[config.mk]
export PLATFORM = sky130hd
export DESIGN_NAME = lcd_spi_write
export DESIGN_NICKNAME = d
export VERILOG_FILES = /design/src/rtl/lcd_pkg.sv /design/src/rtl/lcd_spi_tick.sv /design/src/rtl/lcd_spi_write.sv
export SDC_FILE = /design/constraint.sdc
export NUM_CORES = 1
export LEC_CHECK = 0
export ABC_AREA = 1
export CAP_MARGIN = 40
export CORE_MARGIN = 2
export CORE_UTILIZATION = 40
export CTS_CLUSTER_DIAMETER = 200
export DETAILED_ROUTE_END_ITERATION = 8
export GPL_ROUTABILITY_DRIVEN = 1
export PLACE_DENSITY = 0.6
export SLEW_MARGIN = 25
export SYNTH_ARGS = -nofsm -noshare
export SYNTH_HDL_FRONTEND = slang
export SYNTH_SLANG_ARGS = --single-unit
[constraint.sdc]
create_clock -name sys_clk_i -period 1.94 [get_ports sys_clk_i]
set_clock_uncertainty 0.15 [all_clocks]
set_input_delay 0.388 -clock sys_clk_i [delete_from_list [all_inputs] [get_ports sys_clk_i]]
set_output_delay 0.388 -clock sys_clk_i [all_outputs]
set_load 0.1 [all_outputs]
[src/rtl/lcd_pkg.sv]
`default_nettype none
// ============================================================================
// Module      : lcd_pkg
// Description : Shared definitions for the serial LCD blocks: word layout,
//               panel command bytes, RGB565 colours and the SPI writer FSM
//               state encoding.
// Revision    : 1.0 - initial release
// ============================================================================
package lcd_pkg;

  // Command/data word layout: [8] = D/C flag, [7:0] = byte
  localparam int c_DC_BIT = 8;
  localparam int c_WORD_W = 9;

  // Panel command bytes
  localparam logic [7:0] c_CMD_RAMWR  = 8'h2C;
  localparam logic [7:0] c_CMD_CASET  = 8'h2A;
  localparam logic [7:0] c_CMD_RASET  = 8'h2B;
  localparam logic [7:0] c_CMD_SLPOUT = 8'h11;
  localparam logic [7:0] c_CMD_DISPON = 8'h29;

  // RGB565 colours shared with the sequencers
  localparam logic [15:0] c_RGB_BLACK  = 16'h0000;
  localparam logic [15:0] c_RGB_WHITE  = 16'hFFFF;
  localparam logic [15:0] c_RGB_RED    = 16'hF800;
  localparam logic [15:0] c_RGB_GREEN  = 16'h07E0;
  localparam logic [15:0] c_RGB_BLUE   = 16'h001F;
  localparam logic [15:0] c_RGB_YELLOW = 16'hFFE0;

  // SPI writer FSM encoding
  typedef enum logic [2:0] {
    ST_IDLE  = 3'd0,
    ST_SETUP = 3'd1,
    ST_SHIFT = 3'd2,
    ST_HOLD  = 3'd3,
    ST_GAP   = 3'd4
  } spi_state_e;

endpackage : lcd_pkg
`default_nettype wire

[src/rtl/lcd_spi_tick.sv]
`default_nettype none
// ============================================================================
// Module      : lcd_spi_tick
// Description : Half-period down-counter. While en_i is high, tick_o pulses
//               for one cycle every HALF_CYC cycles; the first tick comes
//               HALF_CYC cycles after enable rises. Reloaded while disabled.
// Ports       : clk_i   - clock
//               rst_n_i - asynchronous active-low reset
//               en_i    - count enable
//               tick_o  - one-cycle tick (combinational from the counter)
// Revision    : 1.0 - initial release
// ============================================================================
module lcd_spi_tick #(
  parameter int HALF_CYC = 2
) (
  input  logic clk_i,
  input  logic rst_n_i,
  input  logic en_i,
  output logic tick_o
);

  localparam logic [7:0] c_RELOAD = 8'(HALF_CYC - 1);

  logic [7:0] cnt_q;
  logic [7:0] cnt_d;

  assign tick_o = en_i && (cnt_q == 8'd0);

  always_comb begin
    cnt_d = c_RELOAD;
    if (en_i && (cnt_q != 8'd0)) begin
      cnt_d = cnt_q - 8'd1;
    end
  end

  always_ff @(posedge clk_i or negedge rst_n_i) begin
    if (!rst_n_i) begin
      cnt_q <= c_RELOAD;
    end else begin
      cnt_q <= cnt_d;
    end
  end

endmodule : lcd_spi_tick
`default_nettype wire

[src/rtl/lcd_spi_write.sv]
`default_nettype none
// ============================================================================
// Module      : lcd_spi_write
// Description : Byte-level SPI (mode 0) transmitter for the 4-wire serial LCD.
//               Accepts a 9-bit D/C + byte word, shifts the byte MSB-first and
//               pulses wr_done_o once per byte.
// Ports       : sys_clk_i   - clock
//               sys_rst_n_i - asynchronous active-low reset
//               data_i      - [8] D/C flag, [7:0] byte
//               en_write_i  - level request, sampled only when idle
//               wr_done_o   - one-cycle pulse per completed byte
//               busy_o      - high from accept through end of gap
//               lcd_cs_n_o, lcd_sclk_o, lcd_mosi_o, lcd_dc_o - panel pins
// Revision    : 1.0 - initial release
// ============================================================================
module lcd_spi_write
  import lcd_pkg::*;
#(
  parameter int HALF_CYC  = 2,
  parameter int SETUP_CYC = 1,
  parameter int HOLD_CYC  = 1,
  parameter int GAP_CYC   = 4
) (
  input  logic                sys_clk_i,
  input  logic                sys_rst_n_i,
  input  logic [c_WORD_W-1:0] data_i,
  input  logic                en_write_i,
  output logic                wr_done_o,
  output logic                busy_o,
  output logic                lcd_cs_n_o,
  output logic                lcd_sclk_o,
  output logic                lcd_mosi_o,
  output logic                lcd_dc_o
);

  // Phase counters are loaded with N-1 and leave the state when they hit 0,
  // so each phase lasts exactly N cycles.
  localparam logic [3:0] c_SETUP_LOAD = 4'(SETUP_CYC - 1);
  localparam logic [3:0] c_HOLD_LOAD  = 4'(HOLD_CYC - 1);
  localparam logic [3:0] c_GAP_LOAD   = 4'(GAP_CYC - 1);

  spi_state_e state_q;
  logic [6:0] shift_q;  // remaining bits; bit 7 goes straight to MOSI at accept
  logic [2:0] bit_q;
  logic [3:0] cnt_q;
  logic       cs_n_q;
  logic       sclk_q;
  logic       mosi_q;
  logic       dc_q;
  logic       done_q;
  logic       busy_q;

  logic w_tick;
  logic w_accept;

  lcd_spi_tick #(
    .HALF_CYC (HALF_CYC)
  ) u_tick (
    .clk_i   (sys_clk_i),
    .rst_n_i (sys_rst_n_i),
    .en_i    (state_q == ST_SHIFT),
    .tick_o  (w_tick)
  );

  // The last GAP cycle doubles as an IDLE sampling point so that a held
  // request restarts exactly GAP_CYC cycles after wr_done.
  assign w_accept = en_write_i &&
                    ((state_q == ST_IDLE) ||
                     ((state_q == ST_GAP) && (cnt_q == 4'd0)));

  always_ff @(posedge sys_clk_i or negedge sys_rst_n_i) begin
    if (!sys_rst_n_i) begin
      state_q <= ST_IDLE;
      shift_q <= 7'd0;
      bit_q   <= 3'd0;
      cnt_q   <= 4'd0;
      cs_n_q  <= 1'b1;
      sclk_q  <= 1'b0;
      mosi_q  <= 1'b0;
      dc_q    <= 1'b0;
      done_q  <= 1'b0;
      busy_q  <= 1'b0;
    end else begin
      done_q <= 1'b0;
      if (w_accept) begin
        shift_q <= data_i[6:0];
        mosi_q  <= data_i[7];
        dc_q    <= data_i[c_DC_BIT];
        cs_n_q  <= 1'b0;
        busy_q  <= 1'b1;
        bit_q   <= 3'd0;
        cnt_q   <= c_SETUP_LOAD;
        state_q <= ST_SETUP;
      end else begin
        case (state_q)
          ST_IDLE: ;
          ST_SETUP: begin
            if (cnt_q == 4'd0) state_q <= ST_SHIFT;
            else               cnt_q   <= cnt_q - 4'd1;
          end
          ST_SHIFT: begin
            if (w_tick) begin
              if (!sclk_q) begin
                sclk_q <= 1'b1;
              end else begin
                // Falling edge: the only place MOSI is allowed to move
                sclk_q <= 1'b0;
                if (bit_q == 3'd7) begin
                  cnt_q   <= c_HOLD_LOAD;
                  state_q <= ST_HOLD;
                end else begin
                  bit_q   <= bit_q + 3'd1;
                  mosi_q  <= shift_q[6];
                  shift_q <= {shift_q[5:0], 1'b0};
                end
              end
            end
          end
          ST_HOLD: begin
            if (cnt_q == 4'd0) begin
              cs_n_q  <= 1'b1;
              done_q  <= 1'b1;
              cnt_q   <= c_GAP_LOAD;
              state_q <= ST_GAP;
            end else begin
              cnt_q <= cnt_q - 4'd1;
            end
          end
          ST_GAP: begin
            if (cnt_q == 4'd0) begin
              busy_q  <= 1'b0;
              state_q <= ST_IDLE;
            end else begin
              cnt_q <= cnt_q - 4'd1;
            end
          end
          default: state_q <= ST_IDLE;
        endcase
      end
    end
  end

  assign wr_done_o  = done_q;
  assign busy_o     = busy_q;
  assign lcd_cs_n_o = cs_n_q;
  assign lcd_sclk_o = sclk_q;
  assign lcd_mosi_o = mosi_q;
  assign lcd_dc_o   = dc_q;

endmodule : lcd_spi_write
`default_nettype wire

==> summary by stage, run 1 <==
Status
The flow ran to the end, and the final reports show no timing, DRC or antenna violations.

Global route
The initial antenna violation count is 0. Global routing consumed, on the met2 layer, 26.10% of the routing resources. The met3 track demand over resource is 4.274%. The number of global-route vias before repair is 1468. In the global route stage, overall resource usage came out at 16.60%. The total grt overflow is 0.

The first-pass GRT wire length is 6.527 mm. The most congested layer reported by global routing is met2. Entering global routing, the biggest net connects 32 pins. The met1 global-route usage is 22.15%.

Timing
The relative slew slack is 72.72%. The number of max-slew violations in the final report was 0. The minimum clock period after layout is 1.780 ns. The sum of negative setup slack is 0 ns.

Derived from the worst setup path, the maximum achievable clock frequency is 561.8 MHz. The transition at the pin with the smallest max-transition slack is 0.4091 ns. Setup repair after global routing left no endpoint under its margin. The final period utilization is 91.75%. The number of endpoints with negative hold slack in the final report was 0.

The final hold slack is 0.3017 ns. Setup violations remaining at the end of the flow were counted as 0.

Finish
Of the cells placed in the final design, the portion with a size suffix greater than 1 is 20.93%. The area taken by multi-input logic gates is 879.6 um^2. The area growth from synthesis to layout is 28.11%.

Across the whole layout, storage elements account for 779.5 um^2. The number of antenna diodes is 0. Leaving out filler cells and counting taps, the final layout contains 310. After the last flow step, the layout net total stands at 275.

The number of filler instances in the final layout is 426. The finished cells cover 0.002270 mm^2.

Clocking
In this run the deepest clock path goes through 2 buffers. The cell chosen for the clock root is sky130_fd_sc_hd__clkbuf_8. The number of buffers created by CTS is 5. The clock sink total is 31. The later pin in the worst-skew pair is clocked with a latency of 0.28 ns. The clock input transition at the sequential cells of the worst setup and hold paths is 0.06 ns. TritonCTS built the clock tree. The number of H-tree branching levels is 2. For this design, the CTS-stage hold fixing added 0 buffers.

Power and ir drop
The proportion of total power due to net switching is 46.39%. Per report_power, the sequential group accounts for 26.7% of the total. The overall power is 3.999 mW. The internal power contribution is 2.144 mW. Combinational logic is responsible for 57.9% of the overall power. The power density of the placed cells is 1762 mW/mm^2.

The cell leakage power is 1.151 nW. The share of total power dissipated in the clock network is 15.4%. The net load switching power is 1.855 mW.

The highest ir drop seen on vdd is 0.7532 mV.

Yosys
The share of async-settable or async-resettable flops after synthesis is 100.0%. The number of warnings issued by yosys is 0. By count the netlist is led by sky130_fd_sc_hd__nand2_1, sky130_fd_sc_hd__nand3_1, sky130_fd_sc_hd__dfrtp_1. The register area share after synthesis is 43.93%. Summing every instance area after synthesis gives 0.001772 mm^2. Counting every instance in the synthesized netlist gives 221. In this run, synthesis inferred 0 flip-flops with an integrated enable. In the post-synthesis netlist, the cell with the most instances is sky130_fd_sc_hd__nand2_1. The number of nets handed over by synthesis was 239.

Of all cell types, the one taking the most synthesized area is sky130_fd_sc_hd__dfrtp_1. In the post-synthesis netlist, the biggest area contributors are sky130_fd_sc_hd__dfrtp_1, sky130_fd_sc_hd__nand2_1, sky130_fd_sc_hd__nand3_1. Yosys mapped the design onto 29 distinct sky130hd cell types. The prevailing post-synth register cell is sky130_fd_sc_hd__dfrtp_1. The flop and latch count out of synthesis is 31. Averaged over all synthesized cells, the footprint is 8.017 um^2. The synthesized design devotes to its leading area cell type 40.96% of total area.

Placement
Port buffering added 17 buffers. The congestion estimate from routability-driven global placement came to 0.8111. The standard cell area after detailed placement is 0.002095 mm^2. The post-placement cell count is 295. The sum of net half-perimeters after detailed placement is 2.720 mm.

Floorplanning
The core area is 0.004324 mm^2. The floorplan step set the die height to 70.55 um. The area enclosed by the die boundary is 0.004977 mm^2. Row generation in the floorplan step produced 24 rows. For this configuration, the core starts out at a cell density of 40.97%. The top-level I/O count is 18. The horizontal die dimension is 70.55 um.

Detailed routing
The remaining routing DRC violations is 0. The number of detailed-route iterations in the first pass is 4. The routed via count is 1541.

The remaining antenna violation count after routing is 0. In this run, the number of DRC markers left after iteration 0 of detailed routing was 161. After detailed routing, the number of vias per cell comes to 4.971. The post-detailed-route wirelength per cell is 12.13 um.

The routed wire length is 3.759 mm.

Worst setup path
The arrival time at the worst endpoint is 1.79 ns. The critical path data required time is 1.95 ns. The maximum fanout count along the critical path is 14.

STA classifies the critical path endpoint as a flip-flop. The startpoint type of the worst setup path is a flip-flop. The classification of the worst setup path is reg2reg.

Run
The number of maximum-capacitance violations is 0.

Min path
The class of the worst hold path is reg2reg.
==> worst paths after layout <==
kind                                 start              end  slack (ns)  cells past startpoint
setup reg to reg                  bit_q[0]         bit_q[0]        0.16                      6
setup / recovery                  bit_q[0]         bit_q[0]        0.16                      6
hold reg to reg            u_tick.cnt_q[0]  u_tick.cnt_q[0]        0.30                      1
max in group asynchronous      sys_rst_n_i  u_tick.cnt_q[0]        0.96                      2
min in group asynchronous      sys_rst_n_i       state_q[2]        0.36                      2
hold / removal             u_tick.cnt_q[0]  u_tick.cnt_q[0]        0.30                      1
==> power groups by stage <==
stage / Sequential (mW) / Combinational [mW] / Clock (mW)
finish: 1.07 / 2.31 / 0.616
detailed placement: 1.08 / 2.21 / 0
CTS: 1.07 / 2.22 / 0.638
global route: 1.09 / 2.59 / 0.667
floorplan: 1.42 / 1.22 / 0
global placement: 1.08 / 2.18 / 0
==> kinds of logic after synthesis <==
kind of cell / synth area share, %
compound gates: 6.215
buf+inv: 7.769
xor+xnor: 2.472
simple gates: 34.82
mux: 0.5650
fa+ha+maj: 4.237
flops: 43.93
==> layout make-up <==
type / instances / share of cell area [%]
repair buffers: 32 / 15.10
multi-input cells: 162 / 38.75
flip-flops and latches: 31 / 34.34
inverters: 25 / 4.245
well taps: 52 / 2.867
clock buffers: 7 / 3.363
clock inverters: 1 / 1.323
==> placed cells by master, fill, tap and decap left out, types with 2 or more instances in the layout <==
master / count
sky130_fd_sc_hd__ha_1: 6
sky130_fd_sc_hd__clkbuf_1: 2
sky130_fd_sc_hd__nand2_1: 60
sky130_fd_sc_hd__nor2_2: 2
sky130_fd_sc_hd__nor2_4: 2
sky130_fd_sc_hd__o21ai_0: 7
sky130_fd_sc_hd__inv_2: 3
sky130_fd_sc_hd__nand3_4: 2
sky130_fd_sc_hd__dfstp_2: 2
sky130_fd_sc_hd__nand3_1: 30
sky130_fd_sc_hd__dfrtp_1: 28
sky130_fd_sc_hd__inv_1: 21
sky130_fd_sc_hd__clkbuf_8: 5
sky130_fd_sc_hd__nand4_1: 8
sky130_fd_sc_hd__xor2_1: 4
sky130_fd_sc_hd__buf_12: 6
sky130_fd_sc_hd__buf_4: 15
sky130_fd_sc_hd__a21oi_1: 4
sky130_fd_sc_hd__nand2_2: 7
sky130_fd_sc_hd__clkdlybuf4s50_1: 11
sky130_fd_sc_hd__o21ai_1: 2
sky130_fd_sc_hd__nor2_1: 17
sky130_fd_sc_hd__nand3_2: 2
==> sequential cells by signal, indices dropped and copies added (netlist names) <==
signal and flops:
lcd_dc_o 1, state_q 3, bit_q 3, cnt_q 4, shift_q 7, lcd_sclk_o 1
u_tick.cnt_q 8, lcd_mosi_o 1, lcd_cs_n_o 1, wr_done_o 1, busy_o 1
==> worst max-delay path, stage by stage (launching register included) <==
cell and delay [ns]:
sky130_fd_sc_hd__dfrtp_1 0.39, sky130_fd_sc_hd__ha_1 0.20, sky130_fd_sc_hd__ha_1 0.19, sky130_fd_sc_hd__nor2_1 0.26
sky130_fd_sc_hd__nand3_4 0.20, sky130_fd_sc_hd__nand2_1 0.17, sky130_fd_sc_hd__mux2i_1 0.09
==> through the flow <==
stage                     util, %  setup slack [ns]
after floorplan                 -            0.1223
after global routing        52.49           0.01032
final                       52.49            0.1601
after detailed placement    48.44           0.09522
after CTS                   50.90           0.07036
after global placement      48.44           0.09825
==> what timing repair did <==
action                                  4_1_cts  5_1_grt
buffers inserted                              0        6
endpoints found under the setup margin        0        7
gates resized for setup                       0        4
==> per-layer routing <==
layer,wire length [um],part of all wire [%],vias up
li1,-,-,797
met1,1787,48,723
met2,1822,48,16
met3,111,3.0,5
met4,38,1.0,0
met5,0,0,-
No activity file was read; power rests on OpenSTA's default activity.
==> inputs of run 2 (changes only) <==
PLACE_DENSITY = 0.69   (was 0.6)
==> summary by stage, run 2 (synthesized netlist as in run 1, its figures left out) <==
Status
The flow ran to the end, and the final reports show no timing, DRC or antenna violations.

Global route
Entering global routing, the biggest net connects 32 pins. In the global route stage, overall resource usage came out at 15.47%. The first-pass GRT wire length is 6.265 mm. The total grt overflow is 0. The number of global-route vias before repair is 1478.

The initial antenna violation count came to 0.

Finish
The net count of the finished layout is 264. The non-filler instance count after layout is 299. In the final layout, the registers with the most flip-flops are u_tick.cnt_q (8), shift_q (7), cnt_q (4). From synthesis to final layout, the design area changed by 21.68%.

The register with the most flip-flops in the layout has 8 of them. The number of antenna diodes in the final layout is 0. Cells with a size suffix above 1 make up 16.60% of the layout. The final core utilization is 49.86%. The register with the most flip-flops in the final layout is u_tick.cnt_q.

The most common library cell in the layout ignoring fill and taps is sky130_fd_sc_hd__nand2_1. Leaving out fill and tap cells, the most frequent cells in the layout are sky130_fd_sc_hd__nand2_1, sky130_fd_sc_hd__nand3_1, sky130_fd_sc_hd__dfrtp_1.

Worst setup path
The most critical setup path has its startpoint at bit_q[0]. The delay of the slowest cell on the worst path is 0.40 ns. The type of element capturing the critical path is a flip-flop. The startpoint type of the worst setup path is a flip-flop. Walking the worst path, the cells encountered are ha_1 > ha_1 > nor2_1 > nand3_4 > nand2_1 > mux2i_1. The most prevalent standard cell on the critical path is sky130_fd_sc_hd__ha_1. The reg-to-reg startpoint is bit_q[0]. For this design, the slowest cell found on the critical path is sky130_fd_sc_hd__dfrtp_1.

The arrival time at the worst endpoint is 1.80 ns. The critical path data required time is 1.94 ns. The classification of the worst setup path is reg2reg. The maximum fanout count along the critical path is 14.

Clocking
The number of clock buffers added by TritonCTS is 5. The number of buffers on the longest clock path is 2. The clock input transition at the sequential cells of the worst setup and hold paths is 0.06 ns.

The number of buffers inserted for hold repair after clock tree synthesis is 0. The number of H-tree branching levels is 2. The clock reaches the later pin of the worst-skew pair after 0.27 ns.

TritonCTS built the clock tree. The cell chosen for the clock root is sky130_fd_sc_hd__clkbuf_8. The clock sink total is 31. The number of buffers inserted to repair setup after CTS is 0.

Floorplanning
The top-level I/O count is 18. The core region is 0.004324 mm^2. The floorplan row count is 24. Measured along the x axis, the die boundary spans 70.55 um. The y dimension of the die is 70.55 um. The die covers 0.004977 mm^2. For this configuration, the core starts out at a cell density of 40.97%.

Power and ir drop
Of the total power, the share spent switching nets is 48.56%. The highest ir drop seen on vdd is 0.6920 mV. The completed layout was analyzed and its total power is 3.692 mW. In this run the power density over the cells is 1713 mW/mm^2. The fraction of power consumed by sequential logic is 29.5%.

Internal power comes to 1.899 mW. The cell leakage power is 1.086 nW. For this design the total switching power over the nets is 1.793 mW.

The logic gate share of total power is 57.7%. The relative contribution of the clock network to total power is 12.8%.

Timing
Setup repair after global routing left no endpoint under its margin. The sum of negative setup slack is 0 ns. The number of endpoints with negative hold slack in the final report came to 0. Setup violations remaining at the end of the flow were counted as 0.

The worst pin sits at a relative slew slack of 73.59%. The minimum clock period after layout is 1.794 ns. The minimum setup slack in the final design is 0.1455 ns. The final period utilization is 92.50%. At the pin with the least slew margin, the transition time is 0.3961 ns. The number of max-slew violations in the final report came to 0.

For this run, the top clock speed supported by timing is 557.3 MHz.

Placement
Prior to clock tree synthesis, the placed netlist has a worst setup slack of 0.06732 ns. The count of input and output buffers is 17. The sum of net half-perimeters after detailed placement is 2.567 mm. The routability-driven placement congestion ratio is 0.8144. The post-placement cell count is 291.

Detailed routing
The routed via count is 1462. In the routed layout, each cell is associated on average with a via count of 4.890. After detailed routing, the total wire length is 3.484 mm. Dividing the detail-routed wire length by the instance count gives 11.65 um. The remaining routing DRC violations is 0.

The detail route stage leaves a number of antenna-violating nets equal to 0. The first detailed-routing pass ran for 4 iterations. The violation count after the first detailed-route iteration is 93.

Min path
The worst hold path begins at u_tick.cnt_q[0]. The tightest min-delay check is of the reg2reg type.

Run
The tool flagged a number of max-cap violations equal to 0.
==> run 2: cell types whose count changed in the layout (fill, tap and decap cells not counted), sizes merged <==
cell	change
nand2	-1
buf	-10
clkinv	+1
bufinv	-1
==> run 2: worst paths after layout <==
| kind | to | slack, ns | cells after the start |
|---|---|---|---|
| setup reg to reg | bit_q[0] | 0.15 | 6 |
| max in group asynchronous | lcd_cs_n_o | 0.96 | 2 |
| hold reg to reg | u_tick.cnt_q[0] | 0.31 | 1 |
| setup / recovery | bit_q[0] | 0.15 | 6 |
| min in group asynchronous | u_tick.cnt_q[2] | 0.35 | 2 |
| hold / removal | u_tick.cnt_q[0] | 0.31 | 1 |
==> run 2: per-layer routing <==
layer  part of all wire [%]  GRT usage (%)  vias to the layer above  wire (um)
met4                   0.40          4.612                        0         14
met1                     47          20.00                      671       1652
met5                      0              0                        -          0
met2                     49          25.89                       28       1690
li1                       -              -                      761          -
met3                    3.6          3.846                        2        126
==> run 2: through the flow <==
stage / area, um^2 / hold WS, ns
CTS: 2146 / 0.3069
global route: 2156 / 0.3215
finish: 2156 / 0.3110
floorplan: 1773 / -0.05759
global placement: 2064 / 0.2887
detailed placement: 2064 / 0.2915
==> run 2: final cells by class <==
type,instances,area [um^2]
clock buffers,7,76.32
flip-flops and latches,31,779.5
repair buffers,22,267.8
fillers,425,2168
multi-input cells,161,865.8
well taps,52,65.06
clock inverters,1,5.005
inverters,25,96.34
==> run 2: power groups by stage <==
stage	Clock [mW]	Sequential, mW	Combinational (mW)
after global routing	0.534	1.12	2.36
after global placement	0	1.09	2.09
final	0.473	1.09	2.13
after CTS	0.500	1.09	2.13
after detailed placement	0	1.10	2.12
after floorplan	0	1.42	1.22
==> run 2: repair_timing <==
action,4_1_cts,5_1_grt
endpoints found under the setup margin,0,4
hold endpoints to repair,0,0
gates resized for setup,0,2
==> run 2: critical path: cells and delay by family (launching register included) <==
kind | cells | cell delay (ns)
multiplexers | 1 | 0.09
flip-flops | 1 | 0.40
AND/OR/NAND/NOR | 3 | 0.63
adder cells (fa/ha/maj) | 2 | 0.39
